===== config.mk =====
export PLATFORM = sky130hd
export DESIGN_NAME = icebus_frame_receiver_flat
export DESIGN_NICKNAME = d
export VERILOG_FILES = /design/src/rtl/icebus_frame_receiver_if.sv /design/src/rtl/icebus_frame_receiver.sv /design/src/flat_wrapper.sv
export SDC_FILE = /design/constraint.sdc
export NUM_CORES = 1
export LEC_CHECK = 0
export ABC_AREA = 1
export CORE_MARGIN = 1
export CORE_UTILIZATION = 40
export CTS_CLUSTER_SIZE = 40
export DETAILED_ROUTE_END_ITERATION = 16
export GPL_TIMING_DRIVEN = 0
export PLACE_DENSITY = 0.6
export SLEW_MARGIN = 25
export SYNTH_ARGS = -nofsm -noshare
export SYNTH_HDL_FRONTEND = slang
export SYNTH_SLANG_ARGS = --single-unit

===== constraint.sdc =====
create_clock -name clk -period 2.1 [get_ports clk]
set_input_delay 0.42 -clock clk [delete_from_list [all_inputs] [get_ports clk]]
set_output_delay 0.42 -clock clk [all_outputs]
set_load 0.01 [all_outputs]

===== src/rtl/icebus_frame_receiver_if.sv =====
// Bundle of the UART line input and the decoded-command outputs of the
// iCEboard frame receiver. The host/line side is the master; the receiver is the slave.
interface icebus_frame_receiver_if;
  logic        rx_i;
  logic        cmd_valid;
  logic [7:0]  cmd_code;
  logic [7:0]  cmd_motor;
  logic [31:0] cmd_data;
  logic [15:0] frame_count;
  logic [15:0] error_count;
  logic        busy;

  modport master (
    output rx_i,
    input  cmd_valid, cmd_code, cmd_motor, cmd_data, frame_count, error_count, busy
  );

  modport slave (
    input  rx_i,
    output cmd_valid, cmd_code, cmd_motor, cmd_data, frame_count, error_count, busy
  );
endinterface


===== src/rtl/icebus_frame_receiver.sv =====
// Board end of the host->board command link: 8N1 UART receiver feeding a
// framed-command parser (AA 55 CMD MOTOR PAYLOAD CRC8) with good/error counters.
module icebus_frame_receiver #(
  parameter int NUMBER_OF_MOTORS = 6,
  parameter int CLOCK_FREQ_HZ    = 50_000_000,
  parameter int BAUDRATE         = 115200,
  parameter int TIMEOUT_BITS     = 20
) (
  input  logic clk,
  input  logic reset,
  icebus_frame_receiver_if.slave bus
);
  localparam int          CLKS_PER_BIT = CLOCK_FREQ_HZ / BAUDRATE;
  localparam logic [15:0] HALF_LAST    = 16'(CLKS_PER_BIT / 2 - 1);
  localparam logic [15:0] BIT_LAST     = 16'(CLKS_PER_BIT - 1);
  localparam logic [31:0] TIMEOUT_LAST = 32'(TIMEOUT_BITS * CLKS_PER_BIT - 1);
  localparam logic [8:0]  NUM_MOTORS   = 9'(NUMBER_OF_MOTORS);

  typedef enum logic [1:0] {RX_IDLE, RX_START, RX_DATA, RX_STOP} rx_state_t;
  typedef enum logic [2:0] {P_HUNT_A, P_HUNT_5, P_CMD, P_MOTOR, P_PAYLOAD, P_CHECK} p_state_t;

  function automatic logic [7:0] crc8_byte(input logic [7:0] crc, input logic [7:0] b);
    logic [7:0] c;
    c = crc ^ b;
    for (int i = 0; i < 8; i++) begin
      c = c[7] ? ({c[6:0], 1'b0} ^ 8'h07) : {c[6:0], 1'b0};
    end
    return c;
  endfunction

  // UART receiver state
  logic       sync1_q, sync2_q, rx_prev_q;
  rx_state_t  rx_state_q, rx_state_d;
  logic [15:0] bit_cnt_q, bit_cnt_d;
  logic [2:0] bit_idx_q, bit_idx_d;
  logic [7:0] shreg_q, shreg_d;
  logic       byte_valid_q, byte_valid_d;
  logic       frame_err_q, frame_err_d;

  // Parser state
  p_state_t    p_state_q, p_state_d;
  logic [7:0]  code_q, code_d;
  logic [7:0]  motor_q, motor_d;
  logic        motor_bad_q, motor_bad_d;
  logic [31:0] data_q, data_d;
  logic [7:0]  crc_q, crc_d;
  logic [1:0]  pay_cnt_q, pay_cnt_d;
  logic [1:0]  pay_last_q, pay_last_d;
  logic [31:0] timeout_q, timeout_d;
  logic        cmd_valid_q, cmd_valid_d;
  logic [7:0]  cmd_code_q, cmd_code_d;
  logic [7:0]  cmd_motor_q, cmd_motor_d;
  logic [31:0] cmd_data_q, cmd_data_d;
  logic [15:0] frame_count_q, frame_count_d;
  logic [15:0] error_count_q, error_count_d;
  logic        err_inc;

  always_comb begin
    rx_state_d   = rx_state_q;
    bit_cnt_d    = bit_cnt_q + 16'd1;
    bit_idx_d    = bit_idx_q;
    shreg_d      = shreg_q;
    byte_valid_d = 1'b0;
    frame_err_d  = 1'b0;
    case (rx_state_q)
      RX_IDLE: begin
        bit_cnt_d = '0;
        if (rx_prev_q && !sync2_q) rx_state_d = RX_START;
      end
      RX_START: if (bit_cnt_q == HALF_LAST) begin
        bit_cnt_d  = '0;
        bit_idx_d  = '0;
        // Line back high at mid start bit: glitch, silently ignored.
        rx_state_d = sync2_q ? RX_IDLE : RX_DATA;
      end
      RX_DATA: if (bit_cnt_q == BIT_LAST) begin
        bit_cnt_d = '0;
        shreg_d   = {sync2_q, shreg_q[7:1]};
        bit_idx_d = bit_idx_q + 3'd1;
        if (bit_idx_q == 3'd7) rx_state_d = RX_STOP;
      end
      RX_STOP: if (bit_cnt_q == BIT_LAST) begin
        bit_cnt_d    = '0;
        byte_valid_d = sync2_q;
        frame_err_d  = !sync2_q;
        rx_state_d   = RX_IDLE;
      end
      default: rx_state_d = RX_IDLE;
    endcase
  end

  always_comb begin
    p_state_d     = p_state_q;
    code_d        = code_q;
    motor_d       = motor_q;
    motor_bad_d   = motor_bad_q;
    data_d        = data_q;
    crc_d         = crc_q;
    pay_cnt_d     = pay_cnt_q;
    pay_last_d    = pay_last_q;
    cmd_valid_d   = 1'b0;
    cmd_code_d    = cmd_code_q;
    cmd_motor_d   = cmd_motor_q;
    cmd_data_d    = cmd_data_q;
    frame_count_d = frame_count_q;
    err_inc       = 1'b0;
    timeout_d     = (p_state_q == P_HUNT_A || byte_valid_q) ? 32'd0 : timeout_q + 32'd1;

    if (frame_err_q) begin
      err_inc   = 1'b1;
      p_state_d = P_HUNT_A;
    end else if (byte_valid_q) begin
      case (p_state_q)
        P_HUNT_A: if (shreg_q == 8'hAA) p_state_d = P_HUNT_5;
        P_HUNT_5: begin
          crc_d = 8'h00;
          if (shreg_q == 8'h55)      p_state_d = P_CMD;
          else if (shreg_q != 8'hAA) p_state_d = P_HUNT_A;
        end
        P_CMD: begin
          code_d = shreg_q;
          crc_d  = crc8_byte(crc_q, shreg_q);
          data_d = '0;
          case (shreg_q)
            8'h01, 8'h03: begin pay_last_d = 2'd3; p_state_d = P_MOTOR; end
            8'h02:        begin pay_last_d = 2'd0; p_state_d = P_MOTOR; end
            default:      begin err_inc = 1'b1;    p_state_d = P_HUNT_A; end
          endcase
        end
        P_MOTOR: begin
          motor_d     = shreg_q;
          motor_bad_d = {1'b0, shreg_q} >= NUM_MOTORS;
          crc_d       = crc8_byte(crc_q, shreg_q);
          pay_cnt_d   = 2'd0;
          p_state_d   = P_PAYLOAD;
        end
        P_PAYLOAD: begin
          case (pay_cnt_q)
            2'd0:    data_d[7:0]   = shreg_q;
            2'd1:    data_d[15:8]  = shreg_q;
            2'd2:    data_d[23:16] = shreg_q;
            default: data_d[31:24] = shreg_q;
          endcase
          crc_d     = crc8_byte(crc_q, shreg_q);
          pay_cnt_d = pay_cnt_q + 2'd1;
          if (pay_cnt_q == pay_last_q) p_state_d = P_CHECK;
        end
        P_CHECK: begin
          if (shreg_q == crc_q && !motor_bad_q) begin
            cmd_valid_d = 1'b1;
            cmd_code_d  = code_q;
            cmd_motor_d = motor_q;
            cmd_data_d  = data_q;
            if (frame_count_q != 16'hFFFF) frame_count_d = frame_count_q + 16'd1;
          end else begin
            err_inc = 1'b1;
          end
          p_state_d = P_HUNT_A;
        end
        default: p_state_d = P_HUNT_A;
      endcase
    end else if (p_state_q != P_HUNT_A && timeout_q == TIMEOUT_LAST) begin
      err_inc   = 1'b1;
      p_state_d = P_HUNT_A;
    end

    error_count_d = (err_inc && error_count_q != 16'hFFFF) ? error_count_q + 16'd1 : error_count_q;
  end

  always_ff @(posedge clk) begin
    if (reset) begin
      sync1_q       <= 1'b1;
      sync2_q       <= 1'b1;
      rx_prev_q     <= 1'b1;
      rx_state_q    <= RX_IDLE;
      bit_cnt_q     <= '0;
      bit_idx_q     <= '0;
      shreg_q       <= '0;
      byte_valid_q  <= 1'b0;
      frame_err_q   <= 1'b0;
      p_state_q     <= P_HUNT_A;
      code_q        <= '0;
      motor_q       <= '0;
      motor_bad_q   <= 1'b0;
      data_q        <= '0;
      crc_q         <= '0;
      pay_cnt_q     <= '0;
      pay_last_q    <= '0;
      timeout_q     <= '0;
      cmd_valid_q   <= 1'b0;
      cmd_code_q    <= '0;
      cmd_motor_q   <= '0;
      cmd_data_q    <= '0;
      frame_count_q <= '0;
      error_count_q <= '0;
    end else begin
      sync1_q       <= bus.rx_i;
      sync2_q       <= sync1_q;
      rx_prev_q     <= sync2_q;
      rx_state_q    <= rx_state_d;
      bit_cnt_q     <= bit_cnt_d;
      bit_idx_q     <= bit_idx_d;
      shreg_q       <= shreg_d;
      byte_valid_q  <= byte_valid_d;
      frame_err_q   <= frame_err_d;
      p_state_q     <= p_state_d;
      code_q        <= code_d;
      motor_q       <= motor_d;
      motor_bad_q   <= motor_bad_d;
      data_q        <= data_d;
      crc_q         <= crc_d;
      pay_cnt_q     <= pay_cnt_d;
      pay_last_q    <= pay_last_d;
      timeout_q     <= timeout_d;
      cmd_valid_q   <= cmd_valid_d;
      cmd_code_q    <= cmd_code_d;
      cmd_motor_q   <= cmd_motor_d;
      cmd_data_q    <= cmd_data_d;
      frame_count_q <= frame_count_d;
      error_count_q <= error_count_d;
    end
  end

  assign bus.cmd_valid   = cmd_valid_q;
  assign bus.cmd_code    = cmd_code_q;
  assign bus.cmd_motor   = cmd_motor_q;
  assign bus.cmd_data    = cmd_data_q;
  assign bus.frame_count = frame_count_q;
  assign bus.error_count = error_count_q;
  assign bus.busy        = (p_state_q != P_HUNT_A);
endmodule


===== src/flat_wrapper.sv =====
// flat-port wrapper written by rule: the top's interface ports become plain ports
module icebus_frame_receiver_flat 
#(
  parameter int NUMBER_OF_MOTORS = 6,
  parameter int CLOCK_FREQ_HZ    = 50_000_000,
  parameter int BAUDRATE         = 115200,
  parameter int TIMEOUT_BITS     = 20
)
  (clk, reset, bus_rx_i, bus_cmd_valid, bus_cmd_code, bus_cmd_motor, bus_cmd_data, bus_frame_count, bus_error_count, bus_busy);
  icebus_frame_receiver_if bus_i ();
  input  logic clk;
  input  logic reset;
  input wire logic [$bits(bus_i.rx_i)-1:0] bus_rx_i;
  output wire logic [$bits(bus_i.cmd_valid)-1:0] bus_cmd_valid;
  output wire logic [$bits(bus_i.cmd_code)-1:0] bus_cmd_code;
  output wire logic [$bits(bus_i.cmd_motor)-1:0] bus_cmd_motor;
  output wire logic [$bits(bus_i.cmd_data)-1:0] bus_cmd_data;
  output wire logic [$bits(bus_i.frame_count)-1:0] bus_frame_count;
  output wire logic [$bits(bus_i.error_count)-1:0] bus_error_count;
  output wire logic [$bits(bus_i.busy)-1:0] bus_busy;
  assign bus_i.rx_i = bus_rx_i;
  assign bus_cmd_valid = bus_i.cmd_valid;
  assign bus_cmd_code = bus_i.cmd_code;
  assign bus_cmd_motor = bus_i.cmd_motor;
  assign bus_cmd_data = bus_i.cmd_data;
  assign bus_frame_count = bus_i.frame_count;
  assign bus_error_count = bus_i.error_count;
  assign bus_busy = bus_i.busy;
  icebus_frame_receiver #(.NUMBER_OF_MOTORS(NUMBER_OF_MOTORS), .CLOCK_FREQ_HZ(CLOCK_FREQ_HZ), .BAUDRATE(BAUDRATE), .TIMEOUT_BITS(TIMEOUT_BITS)) u_core (.clk(clk), .reset(reset), .bus(bus_i));
endmodule

==> results.tsv <==
stage	metric	value	unit
clock_network	CTS buffer count	24	
yosys	post-synthesis sequential area ratio	43.32	%
yosys	Avg Inst Size Synth	7.302	sq um
clock_network	H-tree depth	1	
setup_path	FF-to-FF Start	u_core.shreg_q[6]	
setup_path	CP delay by family, top	buffers and inverters	
pwr	P per Cell Area	719.6	nW/um^2
setup_path	endpoint class of the critical path	primary output	
pwr	P_leak	4.344	nW
route	Residual DRC	0	
setup_path	CP Cell Sequence	clkdlybuf4s50_1	
floorplanning	die height	157.8	um
global_route	first-pass GRT wire length	40.76	mm
finish	antenna cells	0	
clock_network	Clk Latency, worst-skew pair	0.53	ns
clock_network	Post-CTS Hold Fix Bufs	0	
worst_hold_path	worst hold endpoint	u_core.sync2_q	
clock_network	clock tree buffer depth	3	
sta	setup violators final	0	
route	vias per inst	4.920	
clock_network	CTS Sinks	210	
sta	fmax	496.3	MHz
floorplanning	DIE AREA	24890	sq um
yosys	Synth Area in Adders	2.450	%
yosys	Synth Instances	1329	
yosys	Synth area leader	dfxtp_1	
status	status	finished clean	
route	Initial DRC Count	618	
global_route	number of global-route vias before repair	8102	
worst_hold_path	worst min-delay path startpoint	u_core.sync1_q	
pwr	Peak VDD IR	534.0	uV
yosys	Unique masters post-synth	41	
route	Final Routed Wirelength	24.82	mm
floorplanning	Die Wd	157.8	um
yosys	Yosys top cell area share	43.32	%
clock_network	Clk pin slew, worst setup/hold paths	0.06	ns
worst_hold_path	Worst Hold Depth	1	
finish	final core occ	50.84	%
setup_path	crit-path max cell delay	0.60	ns
route	drt first pass iters	5	
floorplanning	Initial Util	41.10	%
yosys	total nets after synthesis	1351	
sta	Min Hold Slack	0.4066	ns
setup_path	CP Class	flop to primary output	
job	Max Cap Viol	0	
clock_network	CTS tree	done	
setup_path	CP Data Required Time	1.68	ns
placed_design	HPWL after DPL	17.88	mm
setup_path	r2r endpoint	u_core.bus.cmd_data[25]	
setup_path	path depth of the worst reg2reg path	10	
sta	Tmin final	2.015	ns
sta	clock skew	0.01910	ns
yosys	xor-xnor portion of the synthesized cell area	4.242	%
global_route	All-Layer GR Usage	20.27	%
placed_design	Placed Cells	1732	
worst_hold_path	Worst Hold Class	flop to flop	
route	post-route ant nets	0	
yosys	Yosys warning total	0	
finish	# nets final	1470	
setup_path	Setup crit start	u_core.bus.error_count[5]	
floorplanning	Core Area	23610	sq um
placed_design	placed cell area	10940	sq um
yosys	synthesized area	9704	sq um
yosys	Compound-Gate Fraction of Synth Area	14.54	%
yosys	largest family of logic cells by synthesized area	simple AND/OR/NAND/NOR gates	
global_route	largest net degree at the start of global routing	14	
setup_path	CP Max Fanout	6	
setup_path	worst path bufs/invs	1	
setup_path	CP arrival	1.60	ns
sta	Final Hold Viols	0	
global_route	initial antenna violation count	0	
sta	final count of pins violating max slew	0	
sta	final period utilization	95.95	%
route	Avg WL per Cell	13.91	um
sta	RSZ-0062 raised after global routing	yes	
placed_design	Placer Congestion	0.8556	
setup_path	CP max-delay cell	clkdlybuf4s50_1	
setup_path	Worst path depth	1	
yosys	ranking of synthesized cells by area	dfxtp_1 43%, nand2_1 8.0%, nor2_1 7.9%, a21oi_1 6.3%, inv_1 5.1%	
finish	Area Growth Syn to Fin	23.71	%
finish	Finished Layout Cells	1784	
floorplanning	I/O pin total	85	
pwr	power consumption	8.639	mW
yosys	multiplexer share of the synthesized area	0	%
finish	share of cells above drive strength 1	11.74	%
yosys	FF+latch count, synth	210	
floorplanning	placement row count	56	
sta	measured slew at the worst slew-check pin	0.8247	ns
global_route	GRT overflow	0	
setup_path	reg2reg setup slack	0.14	ns
finish	cell area after layout	12010	sq um
clock_network	clock root cell	clkbuf_16	
setup_path	crit path launch type	flop	
placed_design	IO Port Bufs	84	
route	via count	8777	
sta	Slew headroom	45.02	%
yosys	simple-gate share of the synthesized area	27.93	%
worst max-delay path by stage:
stage | end | slack [ns]
6_report | bus_error_count[5] | 0.08
5_1_grt | u_core.timeout_q[22] | -0.06
4_1_cts | u_core.bus.error_count[10] | 0.0002
3_5_place_dp | u_core.data_q[1] | -0.47
3_3_place_gp | u_core.bus.cmd_valid | -0.40
2_1_floorplan | u_core.bus.error_count[7] | 0.18
area by class of cell:
class                           instances  area (sq um)
Sequential cell                       210          4228
Clock inverter                         12         153.9
Fill cell                            2357         11610
Clock buffer                           31         676.9
Timing Repair Buffer                   93         907.1
Multi-Input combinational cell        935          4888
Tap cell                              319         399.1
Buffer                                 42         216.5
Inverter                              142         535.5
worst register-to-register path, cell delays in order, from the launching register on:
cell and delay, ns:
dfxtp_2 0.35, xor2_2 0.17, inv_1 0.08, ha_1 0.15, nand2_1 0.10, nor2_4 0.16, nand4_4 0.17, buf_4 0.21
clkbuf_1 0.17, o21ai_0 0.23, nor2_1 0.06
cell usage after synthesis, drive strengths merged:
library cell / n
nand3b: 2
a221oi: 1
o21ai: 119
buf: 21
nor4: 7
clkbuf: 21
o22ai: 1
nor2: 217
nand3: 84
o21a: 3
ha: 19
a21oi: 132
nor3b: 8
xor2: 24
or2: 15
nand4: 14
o21bai: 1
a21o: 1
inv: 142
xnor2: 23
a31oi: 2
dfxtp: 210
a211oi: 5
nor3: 32
nand2: 225
per-layer routing:
metal | vias to the layer above | routed length [um] | global-route usage (%)
met1 | 3976 | 12160 | 28.43
met5 | - | 0 | 0
met4 | 0 | 499 | 5.039
met3 | 32 | 1079 | 2.820
li1 | 4578 | - | -
met2 | 191 | 11080 | 32.56
logic make-up after synthesis:
family | Yosys count
xor+xnor | 47
compound gates | 265
simple gates | 604
buf+inv | 184
fa+ha+maj | 19
flops | 210
cells in the final DEF, fill, tap and decap left out, types with 7 or more instances in the layout:
cell               n
buf_4             15
dfxtp_1          197
nor2_2             7
ha_1              17
xor2_1            23
nand4_1           13
nor2_1           205
buf_2             14
dfxtp_2           10
nor3b_1            7
clkdlybuf4s50_1   83
nand3_1           79
clkbuf_1          18
xnor2_1           18
nand2_1          207
inv_1            132
inv_2              9
nor4_1             7
o21ai_1           20
nand2_2           16
a21oi_1          122
clkbuf_16         24
or2_2             14
a21oi_2           10
o21ai_0           95
nor3_1            29
state kept, by name, summed over array words and instances, names as in the netlist, 2 cells and up, named ones only:
register	flops
u_core.timeout_q	32
u_core.bus.error_count	16
u_core.bit_cnt_q	16
u_core.bus.cmd_motor	8
u_core.bus.cmd_code	8
u_core.bus.frame_count	16
u_core.crc_q	8
u_core.pay_cnt_q	2
u_core.p_state_q	3
u_core.data_q	32
u_core.bus.cmd_data	32
u_core.bit_idx_q	3
u_core.shreg_q	8
u_core.code_q	8
u_core.motor_q	8
stage by stage:
stage	setup TNS [ns]	worst slack [ns]
after floorplan	0	0.1828
after global placement	-30.60	-0.3970
after detailed placement	-34.71	-0.4730
after CTS	0	0.0002383
after global routing	-0.2204	-0.05918
final	0	0.08495
report_power, final:
group	internal (mW)	switching, mW
combinational	0.0839	0.185
clock	2.64	1.70
sequential	4.00	0.0219
what timing repair did:
item	CTS	global route
hold endpoints to repair	0	0
endpoints found under the setup margin	69	72
resized for setup	16	36
pin swaps	4	6
buffers inserted	3	6
Power figures use the tool's default switching activity.
